--- config.mk ---
export PLATFORM = sky130hd
export DESIGN_NAME = uart_tx_param
export DESIGN_NICKNAME = d
export VERILOG_FILES = /design/src/rtl/uart_tx_param.sv
export SDC_FILE = /design/constraint.sdc
export NUM_CORES = 1
export LEC_CHECK = 0
export ABC_AREA = 1
export ABC_CLOCK_PERIOD_IN_PS = 4200
export BUFFER_PORTS_ARGS = -buffer_cell sky130_fd_sc_hd__buf_2
export CORE_MARGIN = 2
export CORE_UTILIZATION = 60
export CTS_BUF_LIST = sky130_fd_sc_hd__clkbuf_8
export DETAILED_ROUTE_END_ITERATION = 16
export HOLD_SLACK_MARGIN = 0.06
export PLACE_DENSITY = 0.87
export REMOVE_ABC_BUFFERS = 1
export SLEW_MARGIN = 10
export SYNTH_ARGS = -nofsm -noshare
export SYNTH_HDL_FRONTEND = slang
export SYNTH_SLANG_ARGS = --single-unit
--- constraint.sdc ---
create_clock -name CLK -period 4.2 [get_ports CLK]
set_input_delay 0.42 -clock CLK [delete_from_list [all_inputs] [get_ports CLK]]
set_output_delay 0.42 -clock CLK [all_outputs]
set_load 0.02 [all_outputs]
--- src/rtl/uart_tx_param.sv ---
// uart_tx_param
// Parametrised UART transmit engine. One serial bit is emitted per rising
// edge of CLK, which is the baud tick. The frame is a start bit, DATA_WIDTH
// payload bits sent LSB first, an optional parity bit, and one or two stop
// bits. A new frame may be accepted in the final stop cycle, so frames can
// run back to back without an idle gap.
//
// Ports:
//   CLK        : baud clock, all logic on its rising edge
//   RST        : synchronous active-low reset
//   P_DATA     : parallel payload, latched on accept
//   Data_valid : frame request, accepted when Data_valid && tx_ready
//   PAR_EN     : 1 inserts a parity bit (latched on accept)
//   PAR_TYP    : 0 even parity, 1 odd parity (latched on accept)
//   STOP2      : 1 selects two stop bits (latched on accept)
//   TX_OUT     : registered serial line, idles high
//   busy       : high in every state other than IDLE
//   tx_ready   : high in IDLE and in the final stop cycle
//   frame_done : one-cycle pulse in the final stop cycle
module uart_tx_param #(
   parameter int DATA_WIDTH = 8
) (
   input  logic                  CLK,
   input  logic                  RST,
   input  logic [DATA_WIDTH-1:0] P_DATA,
   input  logic                  Data_valid,
   input  logic                  PAR_EN,
   input  logic                  PAR_TYP,
   input  logic                  STOP2,
   output logic                  TX_OUT,
   output logic                  busy,
   output logic                  tx_ready,
   output logic                  frame_done
);

   localparam int CW = $clog2(DATA_WIDTH);
   localparam logic [CW-1:0] LAST_BIT = CW'(DATA_WIDTH - 1);

   typedef enum logic [2:0] {
      IDLE,
      START,
      DATA,
      PARITY,
      STOP
   } state_t;

   state_t                state, state_nx;
   logic [CW-1:0]         cnt, cnt_nx;
   logic [DATA_WIDTH-1:0] sh_data, sh_data_nx;
   logic                  sh_par_en, sh_par_en_nx;
   logic                  sh_par_typ, sh_par_typ_nx;
   logic                  sh_stop2, sh_stop2_nx;
   logic                  tx_out_nx, busy_nx, tx_ready_nx, frame_done_nx;
   logic                  accept;
   logic                  stop_last;
   logic                  stop_last_nx;
   logic                  data_bit_nx;

   // Next-state and next-output decode. The counter holds the bit index in
   // DATA and the stop index in STOP. The outputs are decoded from the state
   // the machine is about to enter, so once registered they describe the
   // state after the edge and never glitch. tx_ready is itself a flop, so
   // the accept condition only depends on registered values and Data_valid.
   always_comb begin
      state_nx      = state;
      cnt_nx        = cnt;
      sh_data_nx    = sh_data;
      sh_par_en_nx  = sh_par_en;
      sh_par_typ_nx = sh_par_typ;
      sh_stop2_nx   = sh_stop2;
      tx_out_nx     = 1'b1;
      busy_nx       = 1'b0;
      tx_ready_nx   = 1'b0;
      frame_done_nx = 1'b0;
      data_bit_nx   = 1'b0;

      accept    = Data_valid && tx_ready;
      stop_last = (cnt == {{(CW-1){1'b0}}, sh_stop2});

      if (accept) begin
         sh_data_nx    = P_DATA;
         sh_par_en_nx  = PAR_EN;
         sh_par_typ_nx = PAR_TYP;
         sh_stop2_nx   = STOP2;
      end

      unique case (state)
         IDLE: begin
            if (accept) begin
               state_nx = START;
            end
         end
         START: begin
            state_nx = DATA;
            cnt_nx   = '0;
         end
         DATA: begin
            if (cnt == LAST_BIT) begin
               state_nx = sh_par_en ? PARITY : STOP;
               cnt_nx   = '0;
            end else begin
               cnt_nx = cnt + CW'(1);
            end
         end
         PARITY: begin
            state_nx = STOP;
            cnt_nx   = '0;
         end
         STOP: begin
            if (stop_last) begin
               state_nx = accept ? START : IDLE;
               cnt_nx   = '0;
            end else begin
               cnt_nx = cnt + CW'(1);
            end
         end
         default: begin
            state_nx = IDLE;
            cnt_nx   = '0;
         end
      endcase

      for (int i = 0; i < DATA_WIDTH; i++) begin
         if (cnt_nx == CW'(i)) begin
            data_bit_nx = sh_data_nx[i];
         end
      end

      stop_last_nx = (cnt_nx == {{(CW-1){1'b0}}, sh_stop2_nx});
      busy_nx      = (state_nx != IDLE);

      unique case (state_nx)
         IDLE: begin
            tx_out_nx   = 1'b1;
            tx_ready_nx = 1'b1;
         end
         START: begin
            tx_out_nx = 1'b0;
         end
         DATA: begin
            tx_out_nx = data_bit_nx;
         end
         PARITY: begin
            tx_out_nx = (^sh_data_nx) ^ sh_par_typ_nx;
         end
         STOP: begin
            tx_out_nx     = 1'b1;
            tx_ready_nx   = stop_last_nx;
            frame_done_nx = stop_last_nx;
         end
         default: begin
            tx_out_nx   = 1'b1;
            tx_ready_nx = 1'b1;
         end
      endcase
   end

   // State, counter, shadow operands and all four outputs are registered
   // here. Reset is synchronous, so a reset edge that coincides with a
   // request simply drops the request.
   always_ff @(posedge CLK) begin
      if (!RST) begin
         state      <= IDLE;
         cnt        <= '0;
         sh_data    <= '0;
         sh_par_en  <= 1'b0;
         sh_par_typ <= 1'b0;
         sh_stop2   <= 1'b0;
         TX_OUT     <= 1'b1;
         busy       <= 1'b0;
         tx_ready   <= 1'b1;
         frame_done <= 1'b0;
      end else begin
         state      <= state_nx;
         cnt        <= cnt_nx;
         sh_data    <= sh_data_nx;
         sh_par_en  <= sh_par_en_nx;
         sh_par_typ <= sh_par_typ_nx;
         sh_stop2   <= sh_stop2_nx;
         TX_OUT     <= tx_out_nx;
         busy       <= busy_nx;
         tx_ready   <= tx_ready_nx;
         frame_done <= frame_done_nx;
      end
   end

endmodule

Yosys cells after proc, flatten, opt, wreduce, memory -nomap -nowiden
Index checks and enable logic that the tools add are counted.
- flip-flop bits (word level): 21
- add/sub/neg operators: 1
- equality and inequality tests: 18
- muxes and demuxes: 22
- bitwise gates (word level): 1
- reduce and logical (&&, ||, !) cells: 7
- operators by type and width (kind ; number):
    $eq 3x3->1 const B ; 7
    $eq 3x2->1 const B ; 6
    $mux 3 ; 6
    $pmux 3 s5 ; 1
    $mux 1 ; 11
    $eq 3x1->1 const B ; 3
    $pmux 3 s3 ; 1
    $mux 8 ; 1
    $reduce_xor 8->1 ; 1
    $eq 3x1->1 ; 2
    $logic_not 3->1 ; 2
    $add 3x1->3 const B ; 1
    $pmux 1 s3 ; 1
    $reduce_bool 3->1 ; 1
    $reduce_or 3->1 ; 1
    $pmux 1 s2 ; 1
    $reduce_and 2->1 ; 1
    $logic_and 1x1->1 ; 1
    $xor 1x1->1 ; 1

Logic depth before layout (Yosys ltp)
Gate-level depths: netlist of the first run.
- depth in word-level cells: 13
- mapped depth: 16
- gate-level depth less buffers: 15

Least setup slack after synthesis of the first run
Ideal clock, no wire load.
- path kind: register to register
- from: reg tx_ready
- to: reg TX_OUT
- setup time: 0.112 ns
- arrival time: 1.483 ns
- data required time: 4.088 ns
- slack: 2.605 ns
- stages on the path, launching flop included: 16
- clock period less this slack: 1.595 ns
- cell sequence: dfxtp_1 -> buf_6 -> nand2_8 -> buf_6 -> nand2_1 -> nand2_2 -> nand2_1 -> nand2_1 -> nand2_1 -> nand3_2 -> nand3_1 -> nand3_1 -> nand2_1 -> inv_1 -> nand2_1 -> nand2_1
- cells in the longest elaborated chain, start to end: 11
- ends and longest elaborated chain (item ; RTL line ; source):
    start: declaration ; 32 ; output logic tx_ready,
    start signal: assignment ; 182 ; tx_ready <= tx_ready_nx;
    $logic_and 1x1->1 (*) ; 77 ; accept = Data_valid && tx_ready;
    $mux 8 ; 80 ; if (accept) begin
    $mux 1 (8 in series) ; 124 ; if (cnt_nx == CW'(i)) begin
    $pmux 1 s3 (*) ; 132 ; unique case (state_nx)
    end signal: assignment ; 180 ; TX_OUT <= tx_out_nx;
    end: declaration ; 30 ; output logic TX_OUT,
Every way passes the cells marked *; elsewhere a longest branch is shown, timed or not.
A chain may end at the register's enable or synchronous reset.

Final worst setup path of the first run
Same ends and word-level chain as after synthesis.

==> results.toml, run 1 <==
[outcome]
outcome = "completed"

[power_and_ir_drop]
ir_drop_v = 0.000275
p_per_area_nw_per_um2 = 370
leakage_nw = 0.844

[cells_and_area]
final_layout_size_suffix_gt1_share_pct = 13.9
layout.cells.non_filler = 273
area_growth_pct = 8.59
n_antenna_cell = 0
final_util_pct = 67.8
nNetsFinal = 262

[floorplan]
dieArea_sq_um = 2680
ios = 18
die_y_microns = 51.8
die_width_microns = 51.8
start_util_pct = 62.5
rows = 17
core_area_sq_um = 2190

[place]
port-buffer-count = 17
hpwl_microns = 2010
preCtsSetupSlack_ps = 2340
place_inst = 269
gp_congestion = 0.967

[worst_setup_path]
required_ps = 4370
r2r-start = "tx_ready"
arrival_ps = 2030
r2r_cells = 15
cp-start-kind = "flop"
r2r_end = "TX_OUT"
critPathCapture = "TX_OUT"
worstSetupPathType = "reg -> reg"
worstSetupStartpoint = "tx_ready"
rrSetupSlack_ps = 2340
endpoint_kind = "flop"
critPathMaxFanout = 25

[clock_network]
cts_setup_buffers = 0
holdBufCountCts = 0
clkLatencyLatePin_ps = 260
htreeDepth = 1
cts_resized = 0
cts_root_buffer = "clkbuf_8"
cts_sinks = 21
cts.clk_slew.worst_paths_ps = 80
clk_path_buf_depth = 2
tritoncts = "built"
numCtsBuffers = 3

[global_routing]
grt_start_max_net_pins = 26
grt_first_pass_wirelength_microns = 4690
grt_usage_pct = 23.4
grt_antenna_before_repair = 0
grt_pass1_vias = 1184
grt-ovfl-total = 0

[routing]
num_vias = 1333
drt_iter0_markers = 28
drt_wl_total_microns = 2630
firstDrtPassIters = 4
wl_per_cell_microns = 9.63
vias_per_cell = 4.88
antenna_left = 0
drc = 0

[yosys]
ys_warn_count = 0
netlist_area_sq_um = 1370
netlist_instances = 229
synth.distinct_cells = 22
yosysSeqAreaShare_pct = 30.7
synth-seq-cells = 21
avgSynthCellArea_sq_um = 5.98

[timing]
hold_viol_final = 0
post-route-period-util_pct = 44.4
worst_pin_slew_ps = 458
slew_viol_final = 0
setup_viol_count_final = 0
grt_setup_unrepaired = "false"
relSlewSlack_pct = 69.5
max_freq_mhz = 536
period_needed_ps = 1860
timing.final.ws_setup_ps = 2340
fin_hold_ws_ps = 407
skew_ps = 2.92
fin_setup_tns_ps = 0

[job]
drv_cap = 0

[worst_hold_path]
hp-class = "in -> reg"
-- Yosys cell counts, drive strengths merged --
cell	n	area, sq um
xor2	1	8.76
a21oi	3	15.0
nand4	3	18.8
nand2	100	404
nor3	1	5.00
ha	2	25.0
o21ai	9	60.1
nor4	1	6.26
inv	33	124
nor2	25	93.8
or2	1	6.26
nand3b	1	7.51
clkbuf	1	3.75
dfxtp	21	420
buf	4	45.0
nand3	23	125
-- per-stage QoR --
step	power, mW	area (sq um)
2_1_floorplan	0.380	1320
3_3_place_gp	0.421	1440
4_1_cts	0.555	1490
3_5_place_dp	0.423	1440
6_report	0.550	1490
5_1_grt	0.596	1490
-- report_power, final --
part	total (mW)	leakage (nW)	internal (mW)	switching, mW
sequential	0.235	0.173	0.219	0.0153
clock	0.132	0.0255	0.0661	0.0655
combinational	0.184	0.645	0.0651	0.119
-- worst min path at each step --
stage | slack (ps) | from | to | depth (start not counted)
floorplan | 450 | sh_par_en | sh_par_en | 2
finish | 410 | PAR_EN | sh_par_en | 3
detailed placement | 490 | sh_par_en | sh_par_en | 2
global route | 430 | PAR_TYP | sh_par_typ | 3
global placement | 500 | sh_par_en | sh_par_en | 2
CTS | 410 | PAR_EN | sh_par_en | 3
-- critical path: stages (launching register included) --
cell and delay [ps]:
dfxtp_1 610, nand2_8 210, inv_2 170, nand2_1 70, nand2_1 110, nand2_1 60
nand2_1 60, nand2_1 40, nand2_1 70, inv_1 40, nand2_1 60, nand3_1 70
nand2_1 80, inv_1 40, nand2_1 40, nand2_1 40
-- kinds of logic (layout without fill, tap and decap cells) --
| group | Yosys count | count (layout) | synth area share [%] |
|---|---|---|---|
| XOR/XNOR | 1 | 1 | 0.640 |
| buffers and inverters | 38 | 54 | 12.6 |
| AO/OA/AOI/OAI | 12 | 12 | 5.48 |
| flip-flops | 21 | 21 | 30.7 |
| adder cells (fa/ha/maj) | 2 | 2 | 1.83 |
| AND/OR/NAND/NOR | 155 | 155 | 48.7 |
-- placed cells by master (no fill, tap or decap), types with 2 or more instances in the layout --
master	netlist	final
o21ai_2	4	4
nand3_1	21	21
nand3_2	2	2
clkbuf_8	0	3
inv_1	32	32
nand4_1	3	3
o21ai_0	4	4
nand2_1	94	94
ha_1	2	2
a21oi_1	3	3
dfxtp_1	21	21
nor2_1	25	25
nand2_2	5	5
buf_2	0	17
-- metal layers --
layer	vias up	wire length [microns]	part of all wire, %	GRT usage, %
li1	737	-	-	-
met2	26	1210	46	40.0
met3	5	121	4.6	4.31
met4	0	46	1.8	10.5
met5	-	0	0	0
met1	565	1250	48	28.4
-- flip-flops by register name, summed over array words and instances (netlist names) --
register / count
sh_data: 8
cnt: 3
state: 3
TX_OUT: 1
busy: 1
frame_done: 1
sh_par_en: 1
sh_par_typ: 1
sh_stop2: 1
tx_ready: 1
-- area by class of cell --
cell class                 instances  area (sq um)
sequential                        21           420
fill                             203           704
clock buffer                       3          41.3
inverter                          33           124
tap                               28          35.0
multi-input combinational        170           776
clock inverter                     1          5.00
timing repair buffer              17          85.1
No activity file was read; power rests on OpenSTA's default activity.
==> inputs of run 2 (changes only) <==
Settings changed: ABC_AREA 1 to 0, ABC_CLOCK_PERIOD_IN_PS 4200 to 1900, CORE_UTILIZATION 60 to 58, PLACE_DENSITY 0.87 to 0.86.
Clock period 4.2 ns to 1.9 ns, I/O delays scaled along.
==> run 2 against run 1 <==
  * The run now ends with negative setup slack left
  * Final cell count shrank 32%
  * Largest power group is now combinational logic
  * First-iteration DRC count shrank 18%
  * Synthesized cell count shrank 41%
  * Sequential share of layout area shrank 0.47 points
  * Highest routed layer unchanged
  * Clock skew shrank 1.2 ps
  * Core utilization grew 7.6 points
  * Power grew to 2.8 times the previous value
  * Critical path depth shrank 7
  * Hold slack lost 220 ps
  * Clock power grew 130%
==> results.toml, run 2 <==
[worst_hold_path]
min_to = "sh_par_en"
hp-class = "in -> reg"
min-delay-start = "PAR_EN"
whs_path_depth = 3

[yosys]
synthTopCellsByArea = "dfxtp_1, xnor2_1, mux2i_1, and2_1, mux2_2"
yosysTopAreaCellShare_pct = 33.1
synth-xor-area-share_pct = 12.8
netlist_area_sq_um = 1270
netlist_instances = 134
yosysMostFrequentCell = "dfxtp_1"
yosys.area_share.adder_pct = 1.97
yosys.area.top_type = "dfxtp_1"
synth-seq-cells = 21
synth_top_family_by_area = "simple AND/OR/NAND/NOR gates"
ys_async_sr_fraction_pct = 0
synth.distinct_cells = 40
synth_ff_type = "dfxtp_1"
ys_warn_count = 0
yosysSeqAreaShare_pct = 33.1
synth_common_cells = "dfxtp_1, xnor2_1, nand2_1"
avgSynthCellArea_sq_um = 9.49
synth_compound_area_share_pct = 16.4
synthSimpleGateAreaFrac_pct = 22.3
synthMuxAreaShare_pct = 8.27
synth_edf_count = 0

[cells_and_area]
final_layout_size_suffix_gt1_share_pct = 38.4
final.fill_count = 145
largest_register_ffs = 8
seq_area_sq_um = 424
design_area_sq_um = 1530
nNetsFinal = 176
layout_commonest_cell = "dfxtp_1"
regMostFlops = "sh_data"
n_antenna_cell = 0
area_growth_pct = 20.0
reg.largest.list = "sh_data (8), cnt (3), state (3)"
multi_input_area_sq_um = 846
final_cell_mix = "dfxtp_1, buf_2, xnor2_1"

[clock_network]
htreeDepth = 1
tritoncts = "built"
clk_path_buf_depth = 2
cts_sinks = 21
clkLatencyLatePin_ps = 260
cts_root_buffer = "clkbuf_8"
holdBufCountCts = 0
cts.clk_slew.worst_paths_ps = 80
numCtsBuffers = 3

[place]
port-buffer-count = 17
hpwl_microns = 2090
place_area_sq_um = 1390
gp_congestion = 0.856

[floorplan]
rows = 16
start_util_pct = 62.9
dieArea_sq_um = 2580
die_width_microns = 50.8
die_y_microns = 50.8
core_area_sq_um = 2020
ios = 18

[power_and_ir_drop]
p_per_area_nw_per_um2 = 993
finalPower_mw = 1.51
leakage_nw = 0.617
ir_drop_v = 0.000701

[global_routing]
grt-ovfl-total = 0
grt_pass1_vias = 1044
grt_usage_pct = 24.2
grt_antenna_before_repair = 0
grt_start_max_net_pins = 19
grt_first_pass_wirelength_microns = 4620

[worst_setup_path]
worstSetupPathType = "reg -> reg"
arrival_ps = 2150
endpoint_kind = "flop"
cp-start-kind = "flop"
r2r_cells = 8
r2r_end = "TX_OUT"
rrSetupSlack_ps = -40
required_ps = 2120
worstSetupStartpoint = "cnt[0]"
r2r-start = "cnt[0]"
critPathMaxFanout = 4

[timing]
skew_ps = 1.68
fin_hold_ws_ps = 187
fin_setup_tns_ps = -36.9
max_freq_mhz = 516
period_needed_ps = 1940
setup_viol_count_final = 1
relSlewSlack_pct = 66.9
hold_viol_final = 0
grt_setup_unrepaired = "true"
worst_pin_slew_ps = 496
post-route-period-util_pct = 102
slew_viol_final = 0
timing.final.ws_setup_ps = -36.9

[routing]
drt_iter0_markers = 23
vias_per_cell = 5.91
drt_wl_total_microns = 3030
antenna_left = 0
firstDrtPassIters = 4
wl_per_cell_microns = 16.3
drc = 0
num_vias = 1100

[outcome]
outcome = "finished with violations"
violations = "negative setup slack"

[job]
drv_cap = 0
run 2: what timing repair did:
action | 4_1_cts | 5_1_grt
setup buffers | 0 | 4
setup endpoints to repair | 2 | 2
gates resized for setup | 3 | 12
pin swaps | 1 | 4
cloned | 0 | 0
run 2: metal layers:
metal | vias up | GRT usage, % | part of all wire, %
li1 | 519 | - | -
met1 | 542 | 29.2 | 42
met2 | 28 | 44.3 | 52
met3 | 11 | 2.63 | 3.2
met4 | 0 | 8.56 | 2.4
met5 | - | 0 | 0
run 2: critical path, cell delays in order, from the launching register on:
cell	delay (ps)
dfxtp_2	340
ha_4	160
ha_4	260
mux2i_1	60
a211o_2	320
a211oi_2	210
a31oi_1	90
o211ai_1	270
o211a_1	170
run 2: stage by stage:
stage | setup WS, ps | util [%] | instances
finish | -36.9 | 75.4 | 186
global route | -93.5 | 75.4 | 186
CTS | 3.99 | 71.2 | 182
detailed placement | -53.8 | 68.5 | 178
global placement | 27.1 | 68.5 | 178
floorplan | -19.6 | - | 127
run 2: area by class of cell:
cell class	count	share of cell area (%)
multi-input cells	104	55.5
flip-flops and latches	21	27.8
repair buffers	28	11.0
inverters	2	0.492
well taps	27	2.21
clock inverters	1	0.328
clock buffers	3	2.71
run 2: worst max-delay path by stage:
stage             end  slack, ps
2_1_floorplan  TX_OUT        -20
3_3_place_gp   TX_OUT         30
3_5_place_dp   TX_OUT        -50
4_1_cts        TX_OUT          4
5_1_grt        TX_OUT        -90
6_report       TX_OUT        -40
run 2: power by group:
group / internal (mW) / switching [mW] / total, mW
clock network: 0.147 / 0.157 / 0.303
registers: 0.502 / 0.0620 / 0.564
logic: 0.335 / 0.312 / 0.647
run 2: cell families (layout without fill, tap and decap cells):
family	count (synthesis)	after routing
compound gates	25	25
flops	21	21
xor+xnor	17	17
fa+ha+maj	2	2
buf+inv	9	34
simple gates	50	50
mux	10	10
